$ cat config.mk
export PLATFORM = sky130hd
export DESIGN_NAME = pio_mux_ctrl
export DESIGN_NICKNAME = d
export VERILOG_FILES = /design/src/rtl/pio_mux_ctrl.sv
export SDC_FILE = /design/constraint.sdc
export NUM_CORES = 1
export LEC_CHECK = 0
export BUFFER_PORTS_ARGS = -buffer_cell sky130_fd_sc_hd__clkbuf_2
export CORE_MARGIN = 2
export CORE_UTILIZATION = 52
export DETAILED_ROUTE_END_ITERATION = 12
export PLACE_DENSITY = 0.8
export SYNTH_ARGS = -nofsm -noshare
export SYNTH_HDL_FRONTEND = slang
export SYNTH_SLANG_ARGS = --single-unit
$ cat constraint.sdc
create_clock -name iCLK -period 2.3 [get_ports iCLK]
set_clock_uncertainty 0.05 [all_clocks]
set_input_delay 0.46 -clock iCLK [delete_from_list [all_inputs] [get_ports iCLK]]
set_output_delay 0.46 -clock iCLK [all_outputs]
set_load 0.01 [all_outputs]
$ cat src/rtl/pio_mux_ctrl.sv
// Per-pin GPIO/alternate-function pad mux with dead-time blanking, input synchronisers and edge IRQ.
// Latency: pad outputs combinational from state, reads 1 cycle, IRQ registered; no backpressure.
module pio_mux_ctrl #(
  parameter int pPINS        = 32,
  parameter int pFUNCS       = 4,
  parameter int pDEADTIME    = 4,
  parameter int pSYNC_STAGES = 2
) (
  input  logic                     iCLK,
  input  logic                     iRESETn,
  input  logic [3:0]               iADDRESS,
  input  logic                     iWRITE,
  input  logic [31:0]              iWRITE_DATA,
  input  logic                     iREAD,
  output logic [31:0]              oREAD_DATA,
  input  logic [pPINS-1:0]         iPIN_IN,
  input  logic [pPINS*pFUNCS-1:0]  iALT_OUT,
  input  logic [pPINS*pFUNCS-1:0]  iALT_OE,
  output logic [pPINS-1:0]         oPIN_OUT,
  output logic [pPINS-1:0]         oPIN_OE,
  output logic                     oIRQ
);

  localparam int         pMSEL_BITS     = $clog2(pFUNCS);
  localparam int         cPINS_PER_WORD = 32 / pMSEL_BITS;
  localparam logic [3:0] cDEADTIME      = 4'(pDEADTIME);

  localparam logic [3:0] cADDR_IN       = 4'd0;
  localparam logic [3:0] cADDR_OUT      = 4'd1;
  localparam logic [3:0] cADDR_DIR      = 4'd2;
  localparam logic [3:0] cADDR_OUT_SET  = 4'd3;
  localparam logic [3:0] cADDR_OUT_CLR  = 4'd4;
  localparam logic [3:0] cADDR_RISE_EN  = 4'd5;
  localparam logic [3:0] cADDR_FALL_EN  = 4'd6;
  localparam logic [3:0] cADDR_IRQ_STAT = 4'd7;

  logic [pPINS-1:0]                   r_out;
  logic [pPINS-1:0]                   r_dir;
  logic [pPINS-1:0]                   r_rise_en;
  logic [pPINS-1:0]                   r_fall_en;
  logic [pPINS-1:0]                   r_stat;
  logic [pPINS-1:0][pMSEL_BITS-1:0]   r_msel;
  logic [pPINS-1:0][3:0]              r_dcnt;
  logic [pSYNC_STAGES-1:0][pPINS-1:0] r_sync;
  logic [pPINS-1:0]                   r_hist;

  logic [pPINS-1:0]                   w_wr_bits;
  logic [pPINS-1:0]                   w_in;
  logic [pPINS-1:0]                   w_rise;
  logic [pPINS-1:0]                   w_fall;
  logic [pPINS-1:0]                   w_stat_set;
  logic [pPINS-1:0]                   w_stat_clr;
  logic [pPINS-1:0]                   w_msel_chg;
  logic [pPINS-1:0][pMSEL_BITS-1:0]   w_msel_new;
  logic [3:0][31:0]                   w_msel_word;
  logic [31:0]                        w_rd_word;
  logic [pFUNCS-1:0][pPINS-1:0]       w_alt_out;
  logic [pFUNCS-1:0][pPINS-1:0]       w_alt_oe;

  assign w_wr_bits = iWRITE_DATA[pPINS-1:0];
  assign w_alt_out = iALT_OUT;
  assign w_alt_oe  = iALT_OE;

  // Software GPIO registers.
  always_ff @(posedge iCLK or negedge iRESETn) begin
    if (!iRESETn) begin
      r_out     <= '0;
      r_dir     <= '0;
      r_rise_en <= '0;
      r_fall_en <= '0;
    end else if (iWRITE) begin
      case (iADDRESS)
        cADDR_OUT:     r_out     <= w_wr_bits;
        cADDR_DIR:     r_dir     <= w_wr_bits;
        cADDR_OUT_SET: r_out     <= r_out | w_wr_bits;
        cADDR_OUT_CLR: r_out     <= r_out & ~w_wr_bits;
        cADDR_RISE_EN: r_rise_en <= w_wr_bits;
        cADDR_FALL_EN: r_fall_en <= w_wr_bits;
        default: ;
      endcase
    end
  end

  // Input synchroniser chain followed by a history flop for edge detection.
  always_ff @(posedge iCLK or negedge iRESETn) begin
    if (!iRESETn) begin
      r_sync <= '0;
      r_hist <= '0;
    end else begin
      r_sync[0] <= iPIN_IN;
      for (int s = 1; s < pSYNC_STAGES; s++) begin
        r_sync[s] <= r_sync[s-1];
      end
      r_hist <= r_sync[pSYNC_STAGES-1];
    end
  end

  assign w_in       = r_sync[pSYNC_STAGES-1];
  assign w_rise     = w_in & ~r_hist;
  assign w_fall     = ~w_in & r_hist;
  assign w_stat_set = (w_rise & r_rise_en) | (w_fall & r_fall_en);
  assign w_stat_clr = (iWRITE && (iADDRESS == cADDR_IRQ_STAT)) ? w_wr_bits : '0;

  // A new event in the same cycle as its W1C keeps the bit set.
  always_ff @(posedge iCLK or negedge iRESETn) begin
    if (!iRESETn) begin
      r_stat <= '0;
      oIRQ   <= 1'b0;
    end else begin
      r_stat <= (r_stat & ~w_stat_clr) | w_stat_set;
      oIRQ   <= |r_stat;
    end
  end

  always_comb begin
    w_msel_chg = '0;
    w_msel_new = '0;
    for (int i = 0; i < pPINS; i++) begin
      w_msel_new[i] = iWRITE_DATA[(i % cPINS_PER_WORD)*pMSEL_BITS +: pMSEL_BITS];
      w_msel_chg[i] = iWRITE && (iADDRESS == 4'(8 + i / cPINS_PER_WORD)) &&
                      (w_msel_new[i] != r_msel[i]);
    end
  end

  // The pin follows r_msel only once its dead-time counter has drained.
  always_ff @(posedge iCLK or negedge iRESETn) begin
    if (!iRESETn) begin
      r_msel <= '0;
      r_dcnt <= '0;
    end else begin
      for (int i = 0; i < pPINS; i++) begin
        if (w_msel_chg[i]) begin
          r_msel[i] <= w_msel_new[i];
          r_dcnt[i] <= cDEADTIME;
        end else if (r_dcnt[i] != 4'd0) begin
          r_dcnt[i] <= r_dcnt[i] - 4'd1;
        end
      end
    end
  end

  always_comb begin
    oPIN_OUT = '0;
    oPIN_OE  = '0;
    for (int i = 0; i < pPINS; i++) begin
      if (r_dcnt[i] == 4'd0) begin
        if (r_msel[i] == '0) begin
          oPIN_OUT[i] = r_out[i];
          oPIN_OE[i]  = r_dir[i];
        end else begin
          oPIN_OUT[i] = w_alt_out[r_msel[i]][i];
          oPIN_OE[i]  = w_alt_oe[r_msel[i]][i];
        end
      end
    end
  end

  always_comb begin
    w_msel_word = '0;
    for (int i = 0; i < pPINS; i++) begin
      w_msel_word[i / cPINS_PER_WORD][(i % cPINS_PER_WORD)*pMSEL_BITS +: pMSEL_BITS] = r_msel[i];
    end
  end

  always_comb begin
    w_rd_word = '0;
    case (iADDRESS)
      cADDR_IN:       w_rd_word[pPINS-1:0] = w_in;
      cADDR_OUT:      w_rd_word[pPINS-1:0] = r_out;
      cADDR_DIR:      w_rd_word[pPINS-1:0] = r_dir;
      cADDR_RISE_EN:  w_rd_word[pPINS-1:0] = r_rise_en;
      cADDR_FALL_EN:  w_rd_word[pPINS-1:0] = r_fall_en;
      cADDR_IRQ_STAT: w_rd_word[pPINS-1:0] = r_stat;
      4'd8, 4'd9, 4'd10, 4'd11: w_rd_word = w_msel_word[iADDRESS[1:0]];
      default: ;
    endcase
  end

  // Read data comes from pre-edge state, so a same-cycle write is not visible yet.
  always_ff @(posedge iCLK or negedge iRESETn) begin
    if (!iRESETn) begin
      oREAD_DATA <= '0;
    end else if (iREAD) begin
      oREAD_DATA <= w_rd_word;
    end
  end

endmodule

==> flow_summary.ini <==
[global_routing]
grt_first_pass_wirelength_mm = 116
grt-ovfl-total = 0
grtUsageTotal_pct = 32.4
grt_antenna_before_repair = 10
grt_max_degree = 70
grt_pass1_vias = 20502

[drt]
route.detailed.drc = 0
via_per_inst = 6.02
drt-met1-wl_mm = 29.2
vias = 20175
wl_mm = 77.6
dr.max_layer_used = met5
postRouteAntennaNets = 0
wl_met3_mm = 7.07
wl_met2_mm = 36.9
avgRoutedWirePerCell_um = 23.1
drtPass1Iterations = 5
drtIter0Drc = 1732

[pwr]
p_per_area_nw_per_um2 = 1080
ir_worst_vdd_mv = 0.733
power_w = 0.0324
leakagePower_nw = 14.2

[clocking]
htreeDepth = 2
cts_sinks = 481
cts-root-buf = clkbuf_16
cts_tree = built
cts_buffers = 51
path_clk_slew_ns = 0.06
clock_latency_ns = 0.60
cts_buffer_depth = 3

[setup_path]
arrival_ns = 1.95
critPathMaxFanout = 3
cp-start-kind = flip-flop
endpoint_kind = primary output
cp.required_ns = 1.79
crit_type = reg2out

[die]
fp.dieH_um = 217
die_w_um = 217
die-area_um2 = 47100
start_util_pct = 52.3
num_io_pins = 425
core-area_um2 = 45100
rows = 78

[place]
gp_congestion = 0.875
postPlaceCellArea_um2 = 26400
dp.cells = 3109
dpl.hpwl_mm = 52.7
dpl_worst_slack_ns = 0.115
io_buffer_count = 360

[sta]
slew_headroom_pct = 30.3
worstMarginPinSlew_ns = 1.05
rsz0062_at_grt = yes
setup_viol = 50
fin_setup_tns_ns = -2.24
max_freq_mhz = 406
slew_viol_final = 0
period_share_pct = 107
fin_ws_ns = -0.160
fin_crit_ns = 2.46
hold_viol_final = 0

[layout]
drive_above_1_share_pct = 31.5
fill_cells = 3259
nets = 3095
final-instance-count-excl-fill = 3351
fin_area_um2 = 30100
multi_input_area_um2 = 11100
final-seq-area_um2 = 12100
layout_commonest_cell = dfrtp_1
layout_common_cells = dfrtp_1, clkbuf_2, nand2_1
area_growth_pct = 27.5

[logic_synthesis]
synth_top_area_cell = dfrtp_1
synth_cells = 2176
synth_top_flop_cell = dfrtp_1
async_flop_share_pct = 100
synth_edf_count = 0
synth_area_per_cell_um2 = 10.8
synth_seq_area_share_pct = 51.0
yosysWarnings = 0
yosysUniqueCellTypes = 52
synth_top_area_share_pct = 51.0
synthesis.nets = 2568
synth_area_leaders = dfrtp_1, mux4_2, nand2_1, o21ai_0, ha_1
ys_seq_elements = 481
netlist_area_um2 = 23600

[status]
run_status = finished, violations left
violations = negative setup slack

[min_path]
hp-class = in2reg

[flow_run]
cap_violations = 0
[worst max-delay path, cell delays in order (launching register included)]
cell and delay [ns]:
dfrtp_1 0.40, inv_2 0.09, ha_4 0.14, or3b_4 0.41
nor2b_2 0.16, buf_2 0.15
[metrics by stage]
step	hold WS [ns]	util, %
after global placement	0.282	58.6
final	0.127	66.7
after CTS	0.106	65.4
after detailed placement	0.287	58.6
after floorplan	0.114	-
after global routing	0.125	66.7
[repair_timing]
| item | CTS | global route |
|---|---|---|
| hold endpoints to repair | 72 | 0 |
| pin swaps | 29 | 3 |
| gates resized for setup | 128 | 119 |
| hold buffers | 33 | 0 |
| setup buffers | 81 | 27 |
| endpoints found under the setup margin | 64 | 64 |
[per-layer routing]
| metal | vias to the layer above | track usage (%) |
|---|---|---|
| met5 | - | 0 |
| met4 | 4 | 16.6 |
| met3 | 276 | 7.85 |
| met2 | 1038 | 53.2 |
| met1 | 10065 | 40.1 |
| li1 | 8792 | - |
[synthesized netlist by cell type (all sizes together) (44+ instances only)]
master  count
buf        44
dfrtp     481
a21o       59
nor2      109
mux2i      59
and3       45
ha         64
o21ai     208
mux4       64
xnor2      67
nand2     295
xor2       69
a211oi     44
inv       100
clkbuf     53
[kinds of logic after synthesis]
| kind of cell | after synthesis | share of synthesized area (%) |
|---|---|---|
| XOR/XNOR | 136 | 5.05 |
| buffers and inverters | 197 | 3.48 |
| AND/OR/NAND/NOR | 647 | 13.2 |
| adder cells (fa/ha/maj) | 64 | 3.40 |
| AO/OA/AOI/OAI | 528 | 15.2 |
| multiplexers | 123 | 8.62 |
| flip-flops | 481 | 51.0 |
[sequential cells by signal (all words and copies together), names as in the netlist]
name / cells
oREAD_DATA: 32
oIRQ: 1
r_sync: 32
r_msel: 64
r_fall_en: 32
r_hist: 32
r_stat: 32
r_out: 32
w_in: 32
r_rise_en: 32
r_dir: 32
r_dcnt: 128
[worst paths after layout]
check,end,slack [ns],depth (start not counted),start
max in group asynchronous,r_msel[58],1.04,3,iRESETn
hold / removal,r_out[2],0.13,2,iWRITE_DATA[2]
hold reg to reg,w_in[16],0.29,0,r_sync[16]
setup reg to reg,r_dcnt[121],0.48,6,r_dcnt[121]
min in group asynchronous,r_dcnt[15],0.36,2,iRESETn
setup / recovery,oPIN_OUT[30],-0.16,5,r_dcnt[121]
[cell type report]
type	instances	share of cell area, %
Tap cell	600	2.50
Multi-Input combinational cell	1498	37.0
Timing Repair Buffer	571	12.9
Clock buffer	70	4.91
Antenna cell	7	0.0583
Clock inverter	24	1.08
Inverter	100	1.25
Sequential cell	481	40.3
[report_power, final]
| group | internal [W] | switching (W) | total [W] |
|---|---|---|---|
| logic | 0.00553 | 0.00513 | 0.0107 |
| registers | 0.0107 | 0.00222 | 0.0129 |
| clock network | 0.00529 | 0.00352 | 0.00881 |
| total | 0.0215 | 0.0109 | 0.0324 |
No activity file was read; power rests on OpenSTA's default activity.
